==> src/rtl/decode_pipe.sv <==
// RV32I/M decode stage: registered output with a one-entry skid buffer, full
// immediate generation, illegal detection and a saturating illegal counter.
module decode_pipe #(
  parameter int unsigned XLEN     = 32,
  parameter int unsigned PC_W     = 32,
  parameter bit          ENABLE_M = 1'b1,
  parameter int unsigned CNT_W    = 16
) (
  input  logic             clk,
  input  logic             rst_n,
  input  logic             flush,
  input  logic             in_valid,
  output logic             in_ready,
  input  logic [31:0]      in_instr,
  input  logic [PC_W-1:0]  in_pc,
  output logic             out_valid,
  input  logic             out_ready,
  output logic [PC_W-1:0]  out_pc,
  output logic [5:0]       out_type,
  output logic [6:0]       out_opcode,
  output logic [4:0]       out_rd,
  output logic [4:0]       out_rs1,
  output logic [4:0]       out_rs2,
  output logic [2:0]       out_funct3,
  output logic [6:0]       out_funct7,
  output logic [XLEN-1:0]  out_imm,
  output logic [3:0]       out_alu_op,
  output logic             out_rd_we,
  output logic             out_use_rs1,
  output logic             out_use_rs2,
  output logic             out_illegal,
  output logic [CNT_W-1:0] illegal_count
);

  typedef struct packed {
    logic [PC_W-1:0] pc;
    logic [5:0]      typ;
    logic [6:0]      opcode;
    logic [4:0]      rd;
    logic [4:0]      rs1;
    logic [4:0]      rs2;
    logic [2:0]      funct3;
    logic [6:0]      funct7;
    logic [XLEN-1:0] imm;
    logic [3:0]      alu_op;
    logic            rd_we;
    logic            use_rs1;
    logic            use_rs2;
    logic            illegal;
  } bundle_t;

  bundle_t          dec;
  bundle_t          out_q, out_d, skid_q, skid_d;
  logic             out_valid_q, out_valid_d;
  logic             skid_valid_q, skid_valid_d;
  logic [CNT_W-1:0] illegal_count_q, illegal_count_d;

  logic        is_r, is_i, is_s, is_b, is_u, is_j, ill;
  logic [6:0]  op, f7;
  logic [2:0]  f3;
  logic [31:0] imm32;
  logic [3:0]  alu;
  logic        in_fire, out_fire;

  always_comb begin
    op   = in_instr[6:0];
    f3   = in_instr[14:12];
    f7   = in_instr[31:25];
    is_r = 1'b0;
    is_i = 1'b0;
    is_s = 1'b0;
    is_b = 1'b0;
    is_u = 1'b0;
    is_j = 1'b0;
    case (op)
      7'h33:               is_r = 1'b1;
      7'h13, 7'h03, 7'h67: is_i = 1'b1;
      7'h23:               is_s = 1'b1;
      7'h63:               is_b = 1'b1;
      7'h37, 7'h17:        is_u = 1'b1;
      7'h6F:               is_j = 1'b1;
      default: ;
    endcase

    ill = !(is_r || is_i || is_s || is_b || is_u || is_j) || (in_instr[1:0] != 2'b11);
    if (is_r && !(f7 == 7'h00 || f7 == 7'h20 || (ENABLE_M && f7 == 7'h01))) ill = 1'b1;
    if (op == 7'h13 && f3 == 3'b001 && f7 != 7'h00) ill = 1'b1;
    if (op == 7'h13 && f3 == 3'b101 && !(f7 == 7'h00 || f7 == 7'h20)) ill = 1'b1;

    imm32 = '0;
    if (is_i)      imm32 = {{20{in_instr[31]}}, in_instr[31:20]};
    else if (is_s) imm32 = {{20{in_instr[31]}}, in_instr[31:25], in_instr[11:7]};
    else if (is_b) imm32 = {{20{in_instr[31]}}, in_instr[7], in_instr[30:25], in_instr[11:8], 1'b0};
    else if (is_u) imm32 = {in_instr[31:12], 12'b0};
    else if (is_j) imm32 = {{12{in_instr[31]}}, in_instr[19:12], in_instr[20], in_instr[30:21], 1'b0};

    alu = 4'b0000;
    if (is_r)              alu = (f7 == 7'h01) ? 4'b1111 : {f3, f7[5]};
    else if (op == 7'h13)  alu = {f3, (f3 == 3'b101) ? f7[5] : 1'b0};
    else if (is_b)         alu = 4'b0001;
    else if (op == 7'h37)  alu = 4'b1110;

    dec         = '0;
    dec.pc      = in_pc;
    dec.opcode  = op;
    dec.rd      = in_instr[11:7];
    dec.rs1     = in_instr[19:15];
    dec.rs2     = in_instr[24:20];
    dec.funct3  = f3;
    dec.funct7  = f7;
    dec.illegal = ill;
    if (!ill) begin
      dec.typ      = {is_r, is_i, is_s, is_b, is_u, is_j};
      dec.imm      = {XLEN{imm32[31]}};
      dec.imm[31:0] = imm32;
      dec.alu_op   = alu;
      dec.rd_we    = (is_r || is_i || is_u || is_j) && (in_instr[11:7] != 5'd0);
      dec.use_rs1  = is_r || is_i || is_s || is_b;
      dec.use_rs2  = is_r || is_s || is_b;
    end
  end

  assign in_ready = !skid_valid_q;
  assign in_fire  = in_valid && in_ready;
  assign out_fire = out_valid_q && out_ready;

  // Flush wins over every transfer, including the illegal count of a bundle
  // draining in the same cycle. A full skid implies a held output register.
  always_comb begin
    out_d           = out_q;
    out_valid_d     = out_valid_q;
    skid_d          = skid_q;
    skid_valid_d    = skid_valid_q;
    illegal_count_d = illegal_count_q;
    if (flush) begin
      out_valid_d  = 1'b0;
      skid_valid_d = 1'b0;
    end else begin
      if (out_fire && out_q.illegal && illegal_count_q != '1)
        illegal_count_d = illegal_count_q + CNT_W'(1);
      if (skid_valid_q) begin
        if (out_ready) begin
          out_d        = skid_q;
          skid_valid_d = 1'b0;
        end
      end else if (in_fire) begin
        if (!out_valid_q || out_ready) begin
          out_d       = dec;
          out_valid_d = 1'b1;
        end else begin
          skid_d       = dec;
          skid_valid_d = 1'b1;
        end
      end else if (out_fire) begin
        out_valid_d = 1'b0;
      end
    end
  end

  always_ff @(posedge clk or negedge rst_n) begin
    if (!rst_n) begin
      out_q           <= '0;
      out_valid_q     <= 1'b0;
      skid_q          <= '0;
      skid_valid_q    <= 1'b0;
      illegal_count_q <= '0;
    end else begin
      out_q           <= out_d;
      out_valid_q     <= out_valid_d;
      skid_q          <= skid_d;
      skid_valid_q    <= skid_valid_d;
      illegal_count_q <= illegal_count_d;
    end
  end

  assign out_valid     = out_valid_q;
  assign out_pc        = out_q.pc;
  assign out_type      = out_q.typ;
  assign out_opcode    = out_q.opcode;
  assign out_rd        = out_q.rd;
  assign out_rs1       = out_q.rs1;
  assign out_rs2       = out_q.rs2;
  assign out_funct3    = out_q.funct3;
  assign out_funct7    = out_q.funct7;
  assign out_imm       = out_q.imm;
  assign out_alu_op    = out_q.alu_op;
  assign out_rd_we     = out_q.rd_we;
  assign out_use_rs1   = out_q.use_rs1;
  assign out_use_rs2   = out_q.use_rs2;
  assign out_illegal   = out_q.illegal;
  assign illegal_count = illegal_count_q;

endmodule

==> config.mk <==
export PLATFORM = sky130hd
export DESIGN_NAME = decode_pipe
export DESIGN_NICKNAME = d
export VERILOG_FILES = /design/src/rtl/decode_pipe.sv
export SDC_FILE = /design/constraint.sdc
export NUM_CORES = 1
export LEC_CHECK = 0
export ABC_CLOCK_PERIOD_IN_PS = 1900
export CAP_MARGIN = 10
export CELL_PAD_IN_SITES_DETAIL_PLACEMENT = 0
export CELL_PAD_IN_SITES_GLOBAL_PLACEMENT = 1
export CORE_ASPECT_RATIO = 0.9
export CORE_MARGIN = 3
export CORE_UTILIZATION = 35
export CTS_CLUSTER_SIZE = 10
export DETAILED_ROUTE_END_ITERATION = 8
export GPL_ROUTABILITY_DRIVEN = 0
export PLACE_DENSITY_LB_ADDON = 0.25
export SKIP_CTS_REPAIR_TIMING = 1
export SYNTH_ARGS = -nofsm -noshare
export SYNTH_HDL_FRONTEND = slang
export SYNTH_SLANG_ARGS = --single-unit
==> constraint.sdc <==
create_clock -name clk -period 1.9 [get_ports clk]
set_input_delay 0.38 -clock clk [delete_from_list [all_inputs] [get_ports clk]]
set_output_delay 0.38 -clock clk [all_outputs]
set_load 0.005 [all_outputs]
### After elaboration in Yosys (flattened, before gate mapping)

Index checks and enable logic that the tools add are counted.

| cells by class | value |
|---|---|
| multiplexer cells | 36 |
| reductions and logical operators | 40 |
| equality and inequality tests | 18 |
| bitwise operators | 3 |
| $add $sub $neg | 1 |

Operators by type and width:

| cell | count |
|---|---|
| $mux 110 | 4 |
| $mux 32 | 5 |
| $mux 39 | 1 |
| $eq 7x6->1 const B | 4 |
| $eq 7x7->1 const B | 3 |
| $mux 1 | 20 |
| $mux 4 | 5 |
| $add 16x1->16 const B | 1 |
| $ne 16x16->1 const B | 1 |
| $eq 7x5->1 const B | 2 |
| $logic_or 1x1->1 | 13 |
| $logic_and 1x1->1 | 10 |
| $reduce_and 4->1 | 2 |
| $eq 7x1->1 const B | 1 |
| $eq 7x2->1 const B | 1 |
| $logic_not 7->1 | 1 |
| $reduce_bool 7->1 | 1 |
| $mux 6 | 1 |
| $ne 2x2->1 const B | 3 |
| $logic_not 1->1 | 5 |
| $reduce_bool 5->1 | 1 |
| $reduce_bool 2->1 | 2 |
| $eq 3x1->1 const B | 1 |
| $eq 3x3->1 const B | 1 |
| 7 further kinds | 9 |

| word-level totals | value |
|---|---|
| register bits after elaboration | 238 |
| word-level logic and storage cells | 129 |
| input bits | 69 |
| output and inout port bits | 128 |

### Depth between registers and ports, before layout

Gate-level depths: netlist of the first run.

| logic depth | value |
|---|---|
| depth in word-level cells | 17 |
| gate-level depth with buffers | 8 |
| depth with buffers taken out | 5 |

### Worst setup path after synthesis of the first run

No wires, ideal clock.

| timing | value |
|---|---|
| path type | input port to flip-flop |
| from | input out_ready |
| to | register skid_q[38] (netlist bit) |
| stages on the path | 6 |
| setup slack | 0.001 ns |
| buffers on the path | 3 |
| setup time | 0.066 ns |
| data arrival time | 1.833 ns |
| data required time | 1.834 ns |
| path through | clkbuf_1 or4_1 clkbuf_1 nor4_2 buf_4 a22o_1 |

| between the ends | value |
|---|---|
| cells in the longest elaborated chain, start to end | 3 |

RTL lines:

| element | line | text |
|---|---|---|
| start, declared | 17 | `input logic out_ready,` |
| $logic_or 1x1->1 | 147 | `if (!out_valid_q \|\| out_ready) begin` |
| $not 1->1 (no source line) | -- |  |
| $reduce_and 4->1 (no source line) | -- |  |
| end signal, assigned | 170 | `skid_q <= skid_d;` |
| end, declared | 53 | `bundle_t out_q, out_d, skid_q, skid_d;` |

Every way passes these cells.
A chain may end at the register's enable or synchronous reset.

### Worst setup path after layout of the first run

| timing | value |
|---|---|
| from | register skid_valid_q |
| to | register skid_q[38] (netlist bit) |

| between the ends | value |
|---|---|
| cells in the longest elaborated chain, start to end | 3 |
| elaborated cells between the ends (all ways) | 4 |
| classes of those cells | 1 x bitwise; 3 x reduce/logical |

RTL lines:

| element | line | text |
|---|---|---|
| start, declared | 55 | `logic skid_valid_q, skid_valid_d;` |
| start signal, assigned | 171 | `skid_valid_q <= skid_valid_d;` |
| $logic_not 1->1 | 123 | `assign in_ready = !skid_valid_q;` |
| $logic_and 1x1->1 | 124 | `assign in_fire = in_valid && in_ready;` |
| $reduce_and 4->1 (no source line) (*) | -- |  |

Every way passes the cells marked *; elsewhere a longest branch is shown, timed or not.

==> impl_metrics.yaml, run 1 <==
run_status:
  status: "finished, violations left"
  failed_checks: "negative setup slack"
worst_setup_path:
  critPathArrivalTime_ns: 2.41
  crit_type: "register to register"
  crit_path_end_kind: "register"
  reg2regPathDepth: 5
  crit_end: "skid_q[38]"
  regToRegSetupSlack_ns: -0.04
  worstPathRequired_ns: 2.37
  critPathMaxFanout: 10
  critPathLaunch: "skid_valid_q"
  r2r-end: "skid_q[38]"
  rr_startpoint: "skid_valid_q"
  start_kind: "register"
floorplan:
  die_w_um: 190
  io_pins: 197
  die_area_sq_mm: 0.0325
  coreArea_sq_mm: 0.0294
  start_util_pct: 36.2
  rows: 59
  dieHeight_um: 171
logic_synthesis:
  synth_top_area_share_pct: 56.0
  synth_common_cells: "289 x nand2_1, 238 x dfrtp_1, 67 x mux2i_1"
  ys_ff_latch: 238
  ys_seq_area_share_pct: 56.0
  netlist_area_sq_mm: 0.0106
  synth-async-reset-ratio_pct: 100
  yosysMostFrequentCell: "nand2_1"
  yosysTopAreaCell: "dfrtp_1"
  ys_warn_count: 0
  yosysUniqueCellTypes: 66
  synth_ff_type: "dfrtp_1"
  yosys-top-cells-area: "dfrtp_1 56%, nand2_1 10%, mux2i_1 6.3%"
  syn_inst: 1072
  syn_avg_cell_area_sq_um: 9.92
  synth_edf_count: 0
  synth_nets: 1142
global_route:
  grt_use_total_pct: 19.6
  grt_pass1_vias: 8951
  grt_pass1_wl_um: 51200
  overflow: 0
  grt_max_degree: 91
  antenna_found_initial: 5
timing:
  rsz0062_at_grt: "yes"
  skew_ns: 0.00994
  relSlewSlack_pct: 64.6
  max_freq_ghz: 0.515
  setup_violations: 20
  hold_viol_final: 0
  fin_crit_ns: 1.94
  slew_violations: 0
  tightest_slew_ns: 0.530
  hold_ws_ns: 0.203
  fin_crit_sh_pct: 102
  layout_setup_ws_ns: -0.0433
clock_tree:
  htree_levels: 1
  clk_pin_slew_ns: 0.06
  clk_latency_ns: 0.54
  clock_path_buffers: 3
  cts_tree: "built"
  cts_buffers: 28
  root_buffer: "clkbuf_16"
  clock-sinks: 238
placed_design:
  portBuffers: 196
  place_hpwl_um: 22900
power_and_ir_drop:
  p_int_w: 0.00968
  p_leak_nw: 7.20
  clkPwrFrac_pct: 36.2
  swShare_pct: 26.0
  p_per_area_mw_per_mm2: 863
  combPwrFrac_pct: 17.3
  p_sw_w: 0.00341
  seq_power_share_pct: 46.5
  peakVddDrop_uv: 571
  total_power_w: 0.0131
cells_and_area:
  drive_gt1_share_pct: 16.8
  diodes: 0
  syn_to_final_growth_pct: 42.7
  finalNetCount: 1459
  final.fill_count: 2728
drt:
  firstDrtPassIters: 5
  drt_iter0_drc: 594
  wl_per_cell_um: 18.3
  vias_per_cell: 5.05
  route.vias.total: 9056
  drc: 0
  drtAntennaViolNets: 0
  routed_wl_um: 32900
job:
  cap_violations: 0
min_path:
  hold_class: "input pin to register"
state kept, by name (all words and copies together) (netlist names):
register and count:
out_funct3 3, out_alu_op 4, out_pc 32, skid_valid_q 1
out_use_rs2 1, skid_q 110, out_rd 5, out_rs1 5
out_use_rs1 1, out_rs2 5, out_valid 1, out_funct7 7
out_imm 32, out_opcode 7, out_illegal 1, out_type 6
illegal_count 16, out_rd_we 1
final cells by class:
type,instances,area (sq um),area share (%)
Multi-Input combinational cell,751,4420,29.1
Timing Repair Buffer,361,3490,23.0
Clock inverter,1,5.00,0.0330
Clock buffer,39,763,5.03
Tap cell,396,495,3.27
Sequential cell,238,5960,39.3
Inverter,9,33.8,0.223
kinds of logic (layout without fill, tap and decap cells):
| kind of cell | after synthesis | after routing | share of synthesized area (%) |
|---|---|---|---|
| mux | 71 | 71 | 6.73 |
| compound gates | 248 | 248 | 15.5 |
| fa+ha+maj | 1 | 1 | 0.118 |
| buf+inv | 83 | 410 | 3.28 |
| xor+xnor | 11 | 11 | 0.906 |
| simple gates | 420 | 420 | 17.4 |
| flops | 238 | 238 | 56.0 |
worst min-delay path by stage:
stage / startpoint / end / cells after the start
3_3_place_gp: rst_n / skid_q[94] / 1
2_1_floorplan: rst_n / illegal_count[0] / 0
4_1_cts: rst_n / skid_q[94] / 1
5_1_grt: in_instr[0] / skid_q[65] / 3
3_5_place_dp: rst_n / skid_q[94] / 1
6_report: in_instr[1] / skid_q[66] / 3
stage by stage:
stage / setup WS [ns] / cell area [sq um] / util, % / TNS (ns) / instances
final: -0.0433 / 15200 / 51.6 / -0.437 / 1795
after global routing: -0.0894 / 15200 / 51.6 / -1.30 / 1795
after CTS: -0.359 / 14900 / 50.6 / -3.25 / 1773
after detailed placement: -0.628 / 14100 / 47.9 / -75.16 / 1733
after global placement: -0.607 / 14100 / 47.9 / -73.57 / 1733
after floorplan: 0.00145 / 10600 / - / 0 / 1072
cells in the final DEF, fill, tap and decap left out, types with 17 or more instances in the layout:
cell	count
o21ai_0	51
nor2_1	43
buf_4	141
nand2_1	288
mux2i_1	67
o21ai_1	55
clkdlybuf4s50_1	177
a221o_1	21
clkbuf_16	30
dlymetal6s2s_1	17
dfrtp_1	234
and3_1	31
a21oi_1	34
a22o_1	26
worst max-delay path, cell delays in order (launching register included):
cell and delay (ns):
dfrtp_4 0.50, or4_4 0.61, nor4_4 0.29, buf_4 0.19, buf_8 0.15, a22o_1 0.14
layer usage:
| layer | wire length (um) | track usage, % |
|---|---|---|
| met5 | 52 | 0 |
| met4 | 601 | 3.76 |
| met3 | 2300 | 4.89 |
| met2 | 14500 | 30.3 |
| met1 | 15500 | 28.4 |
power groups by stage:
stage	clock (W)	combinational, W	sequential [W]
after floorplan	0	0.000807	0.00612
after global placement	0	0.00219	0.00617
after detailed placement	0	0.00223	0.00619
after CTS	0.00488	0.00224	0.00611
after global routing	0.00507	0.00251	0.00617
final	0.00474	0.00226	0.00609
No activity file was read; power rests on OpenSTA's default activity.
==> run 2: changes to the inputs <==
- SETUP_SLACK_MARGIN: unset -> 0.3
==> impl_metrics.yaml, run 2 (synthesized netlist as in run 1, its figures left out) <==
placed_design:
  place_hpwl_um: 22900
  dpl_worst_slack_ns: -1.14
  portBuffers: 196
timing:
  fin_crit_ns: 1.96
  max_freq_ghz: 0.510
  slew_violations: 0
  setup_violations: 46
  hold_viol_final: 0
  layout_setup_ws_ns: -0.0607
  skew_ns: 0.0158
  relSlewSlack_pct: 57.7
  rsz0062_at_grt: "yes"
  fin_crit_sh_pct: 103
  tightest_slew_ns: 0.635
worst_setup_path:
  crit_end: "skid_q[29]"
  critPathMaxFanout: 5
  critPathLaunch: "skid_valid_q"
  crit_type: "register to register"
  start_kind: "register"
  critPathArrivalTime_ns: 2.43
  worstPathRequired_ns: 2.37
  cp_cell_sequence: "buf_6, buf_6, or4_4, nor4_4, buf_6, clkbuf_16, a22o_1"
  regToRegSetupSlack_ns: -0.06
  cp_slowest_cell: "or4_4"
  r2r-end: "skid_q[29]"
  critical-path-max-stage-delay_ns: 0.51
  rr_startpoint: "skid_valid_q"
  cp_common_cell: "buf_6"
  reg2regPathDepth: 7
  crit_path_end_kind: "register"
power_and_ir_drop:
  p_per_area_mw_per_mm2: 793
  clkPwrFrac_pct: 35.7
  seq_power_share_pct: 45.4
  peakVddDrop_uv: 616
  combPwrFrac_pct: 18.9
  swShare_pct: 26.8
  p_sw_w: 0.00363
  p_int_w: 0.00991
  p_leak_nw: 9.48
floorplan:
  start_util_pct: 36.2
  rows: 59
  die_area_sq_mm: 0.0325
  die_w_um: 190
  dieHeight_um: 171
  coreArea_sq_mm: 0.0294
  io_pins: 197
drt:
  drc: 0
  vias_per_cell: 5.19
  highest_layer: "met5"
  routed_wl_um: 37800
  drt_iter0_drc: 561
  drtAntennaViolNets: 0
  wl_met1_um: 17400
  routed-wl-met2_um: 17000
  firstDrtPassIters: 5
  route.vias.total: 9568
  wl_per_cell_um: 20.5
  wl_met3_um: 2820
cells_and_area:
  final.fill_count: 2491
  multiInputGateArea_sq_mm: 0.00506
  drive_gt1_share_pct: 29.1
  final_cell_mix: "234 x dfrtp_1, 194 x nand2_1, 133 x buf_4"
  regMostFlops: "skid_q"
  largest_register_ffs: 110
  finalNetCount: 1506
  seq_area_sq_mm: 0.00596
  fin_util_pct: 58.1
  mostFrequentLayoutCell: "dfrtp_1"
  syn_to_final_growth_pct: 60.5
run_status:
  status: "finished, violations left"
  failed_checks: "negative setup slack"
clock_tree:
  clk_pin_slew_ns: 0.06
  clock-sinks: 238
  root_buffer: "clkbuf_16"
  cts_buffers: 28
  clk_latency_ns: 0.54
  cts_tree: "built"
  clock_path_buffers: 3
  htree_levels: 1
global_route:
  grt_pass1_vias: 8790
  grt_use_total_pct: 19.8
  grt_max_degree: 91
  overflow: 0
  grt_pass1_wl_um: 51400
  antenna_found_initial: 6
job:
  cap_violations: 0
min_path:
  hold_start: "in_instr[0]"
  hold_class: "input pin to register"
[run 2: cell types whose count changed in the layout (fill, tap and decap cells not counted), moves of 9 or more]
| cell | change |
|---|---|
| nand2_1 | -94 |
| o21ai_2 | +10 |
| nand2_4 | +32 |
| dlymetal6s2s_1 | +113 |
| buf_6 | +21 |
| clkdlybuf4s50_1 | -117 |
| clkbuf_16 | +17 |
| o21ai_1 | -9 |
| nand2_2 | +62 |
[run 2: cell type report]
cell class                 instances  share of cell area [%]
clock buffer                      40                    4.61
multi-input combinational        751                    29.6
inverter                           9                   0.198
tap                              396                    2.90
antenna                            1                  0.0147
timing repair buffer             408                    27.7
sequential                       238                    34.9
[run 2: worst min path at each step]
stage	end	slack (ns)	depth (start not counted)
floorplan	illegal_count[0]	0.08	0
global placement	out_pc[14]	0.34	1
detailed placement	out_pc[14]	0.33	1
CTS	out_pc[14]	-0.24	1
global route	skid_q[65]	0.21	3
finish	skid_q[65]	0.20	3
[run 2: critical path: cells and delay by family (launching register included)]
family	cells	cell delay [ns]
and+or+nand+nor	2	0.70
DFF	1	0.48
AOI/OAI and AO/OA	1	0.12
buffers and inverters	4	0.59
[run 2: power by group through the flow]
| stage | registers (W) | clock network (W) | logic [W] |
|---|---|---|---|
| global placement | 0.00618 | 0 | 0.00221 |
| CTS | 0.00612 | 0.00493 | 0.00225 |
| detailed placement | 0.00620 | 0 | 0.00224 |
| floorplan | 0.00615 | 0 | 0.000868 |
| finish | 0.00615 | 0.00483 | 0.00256 |
| global route | 0.00623 | 0.00513 | 0.00281 |
[run 2: layer usage]
| layer | vias to the layer above | GRT usage, % |
|---|---|---|
| li1 | 4460 | - |
| met1 | 4751 | 28.8 |
| met2 | 296 | 30.6 |
| met3 | 53 | 5.18 |
| met4 | 8 | 3.08 |
| met5 | - | 0 |
[run 2: through the flow]
step                cell area [sq um]  instances  hold WS (ns)  TNS, ns  power (W)
global route                    17100       1843         0.213    -4.23     0.0142
floorplan                       10900       1072        0.0844        0    0.00702
detailed placement              14100       1710         0.335   -83.98    0.00844
finish                          17100       1843         0.201    -1.32     0.0135
global placement                14100       1710         0.340   -80.21    0.00839
CTS                             14900       1750        -0.235   -26.43     0.0133
==> run 3: changes to the inputs <==
- CTS_CLUSTER_DIAMETER: unset -> 60
==> impl_metrics.yaml, run 3 (synthesized netlist as in run 1, its figures left out) <==
run_status:
  status: "finished, violations left"
  failed_checks: "negative setup slack"
cells_and_area:
  final_cell_mix: "234 x dfrtp_1, 175 x nand2_1, 129 x buf_4"
  regMostFlops: "skid_q"
  mostFrequentLayoutCell: "dfrtp_1"
  final_cells: 1859
  largest_register_ffs: 110
  finalNetCount: 1526
  final_area_sq_mm: 0.0177
  drive_gt1_share_pct: 33.8
  syn_to_final_growth_pct: 66.8
  diodes: 0
floorplan:
  coreArea_sq_mm: 0.0294
  die_area_sq_mm: 0.0325
  die_w_um: 190
  start_util_pct: 36.2
  rows: 59
  dieHeight_um: 171
  io_pins: 197
min_path:
  hold_class: "input pin to register"
worst_setup_path:
  cp_cell_sequence: "buf_6, buf_6, or4_4, nor4_4, buf_6, clkbuf_16, a22o_1"
  crit_path_end_kind: "register"
  critical-path-max-stage-delay_ns: 0.52
  worstPathRequired_ns: 2.36
  crit_type: "register to register"
  cp_common_cell: "buf_6"
  start_kind: "register"
  critPathArrivalTime_ns: 2.44
  cp_slowest_cell: "or4_4"
  critPathMaxFanout: 5
timing:
  skew_ns: 0.0151
  fin_crit_sh_pct: 104
  slew_violations: 0
  hold_viol_final: 0
  setup_tns_ns: -1.29
  setup_violations: 35
  max_freq_ghz: 0.507
  relSlewSlack_pct: 57.3
  rsz0062_at_grt: "yes"
  fin_crit_ns: 1.97
  layout_setup_ws_ns: -0.0727
  hold_ws_ns: 0.202
  tightest_slew_ns: 0.641
drt:
  drt_iter0_drc: 565
  drc: 0
  route.vias.total: 9756
  drtAntennaViolNets: 0
  routed_wl_um: 39200
  wl_per_cell_um: 21.1
  vias_per_cell: 5.25
  firstDrtPassIters: 5
clock_tree:
  cts_tree: "built"
  clock_path_buffers: 3
  clock-sinks: 238
  htree_levels: 1
  clk_latency_ns: 0.54
  root_buffer: "clkbuf_16"
  cts_buffers: 28
  clk_pin_slew_ns: 0.06
power_and_ir_drop:
  p_per_area_mw_per_mm2: 784
  clkPwrFrac_pct: 35.6
  p_leak_nw: 9.67
  swShare_pct: 27.0
  seq_power_share_pct: 44.6
  p_sw_w: 0.00376
  p_int_w: 0.0101
  peakVddDrop_uv: 628
  combPwrFrac_pct: 19.7
global_route:
  overflow: 0
  grt_use_total_pct: 19.9
  grt_pass1_vias: 8831
  antenna_found_initial: 4
  grt_pass1_wl_um: 51600
  grt_max_degree: 91
job:
  cap_violations: 0
placed_design:
  portBuffers: 196
  place_hpwl_um: 22900
  dpl_worst_slack_ns: -1.14
  numPlacedInstances: 1710
  place_area_sq_mm: 0.0141
[run 3: final cells by class]
| type | count | area (sq um) |
|---|---|---|
| Sequential cell | 238 | 5960 |
| Timing Repair Buffer | 428 | 5110 |
| Multi-Input combinational cell | 751 | 5330 |
| Tap cell | 396 | 495 |
| Inverter | 9 | 36.3 |
| Fill cell | 2435 | 11600 |
| Clock inverter | 1 | 30.0 |
| Clock buffer | 36 | 772 |
[run 3: worst paths after layout]
check | startpoint | endpoint | slack, ns | cells past startpoint
worst max-delay path | skid_valid_q | skid_q[36] | -0.07 | 7
worst min-delay path | in_instr[0] | skid_q[65] | 0.20 | 3
worst max register to register | skid_valid_q | skid_q[36] | -0.07 | 7
worst min register to register | out_opcode[6] | out_opcode[6] | 0.48 | 2
max in group asynchronous | rst_n | illegal_count[13] | 0.92 | 3
min in group asynchronous | rst_n | out_pc[14] | 0.37 | 2
[run 3: per-stage QoR]
stage	util [%]	total power, W
6_report	60.4	0.0139
5_1_grt	60.4	0.0146
4_1_cts	50.6	0.0134
3_5_place_dp	47.9	0.00844
3_3_place_gp	47.9	0.00839
2_1_floorplan	-	0.00702
[run 3: routing by layer]
metal	vias up	share of wire, %	global-route usage, %
met2	341	46	30.5
met3	53	7.9	5.48
li1	4512	-	-
met5	-	0.11	0
met1	4842	45	29.2
met4	8	1.3	2.80
[run 3: power by group through the flow]
| stage | sequential, W | clock, W | combinational (W) |
|---|---|---|---|
| floorplan | 0.00615 | 0 | 0.000868 |
| global placement | 0.00618 | 0 | 0.00221 |
| detailed placement | 0.00620 | 0 | 0.00224 |
| CTS | 0.00612 | 0.00506 | 0.00225 |
| global route | 0.00628 | 0.00529 | 0.00299 |
| finish | 0.00621 | 0.00496 | 0.00274 |
[run 3: worst max-delay path: cells and delay by family (launching register included)]
| kind | cells | cell delay (ns) |
|---|---|---|
| buf+inv | 4 | 0.59 |
| simple gates | 2 | 0.70 |
| flops | 1 | 0.47 |
| compound gates | 1 | 0.13 |
==> edit (config.mk and constraints of run 1) <==
The parameter `CNT_W` goes from 16 to 20.
--- a/src/rtl/decode_pipe.sv
+++ b/src/rtl/decode_pipe.sv
@@ -6,3 +6,3 @@
   parameter bit          ENABLE_M = 1'b1,
-  parameter int unsigned CNT_W    = 16
+  parameter int unsigned CNT_W    = 20
 ) (
Interface: changed (resized illegal_count); port bits go from 197 to 201. No check against the original RTL was run, so the function may have changed too.
==> edit against run 1 <==
The flow still finishes with violations (setup timing); design area rose by 0.98%; wire length is 5.9% lower; die area increased by 1.1%; power grew 4.0%; sequential power grew 2%; clock skew decreased by 4.7 ps; non-clock buffer count decreased by 22; worst setup slack worse by 150 ps; area after synthesis rose by 1.2%; clock power grew 4.6%; critical path type is now in -> reg; sequential cell count is 4 higher.
==> edit: results (changes against run 1) <==
status=finished, violations left; failing checks=setup timing; Fill cells=2701 (-0.99%); initial antenna violation count=1 (-4); final setup vio count=36 (+80%); vias in the first global route=8542 (-4.6%); leakage power=7.08 nW (-1.6%); CP max stage cell=clkdlybuf4s50_1; Inverters=3 (-6); grt met2 use=27.3% (-3.0 points); M1 WL=15000 um (-3.1%); fin worst setup slack=-189 ps (-146 ps); Distinct cells, synth=57 (-14%); WL/cell=18.1 um (-1.3%); Slew HR=47.4% (-17 points); Mapped Nets=1071 (-6.2%); Power Dens Cells=888 mW/mm2 (+3.0%); Multi-input gate area=0.00458 mm2 (+3.5%); register area=0.00606 mm2 (+1.6%); pin count of the biggest net entering global routing=58 (-36%); worst vdd ir=0.618 mV (+8.3%); Clock buf/inv share=5.32% (+0.25 points); total number of vias=8635 (-4.6%); Synth Instances=1001 (-6.6%); mux share of post-synthesis cell area=13.3% (+6.6 points); met1 Usage GRT=27.4% (-1.0 points); Post-Synth XOR/XNOR Area=1.55% (+0.64 points)
## edit: stage by stage
step	utilization, %	hold slack, ps	setup TNS (ps)	worst slack (ps)
floorplan	-	84.4	-16420	-474
global placement	46.8	361	-91070	-954
detailed placement	46.8	369	-93450	-1020
CTS	49.5	-207	-25800	-476
global route	50.9	236	-3370	-179
finish	50.9	238	-3680	-189
## edit: final timing paths
path                                              startpoint                             to  slack (ps)  depth (start not counted)
worst max-delay path                            in_instr[30]        out_imm[19]$_DFFE_PN0P_        -190                          7
worst min-delay path                            in_instr[27]         skid_q[15]$_DFFE_PN0P_         240                          3
worst max register to register  illegal_count[4]$_DFFE_PN0P_  illegal_count[19]$_DFFE_PN0P_          50                          6
worst min register to register         skid_q[1]$_DFFE_PN0P_          skid_q[1]$_DFFE_PN0P_         470                          2
max in group asynchronous                              rst_n      out_opcode[4]$_DFFE_PN0P_         840                          3
min in group asynchronous                              rst_n         skid_q[97]$_DFFE_PN0P_         390                          2
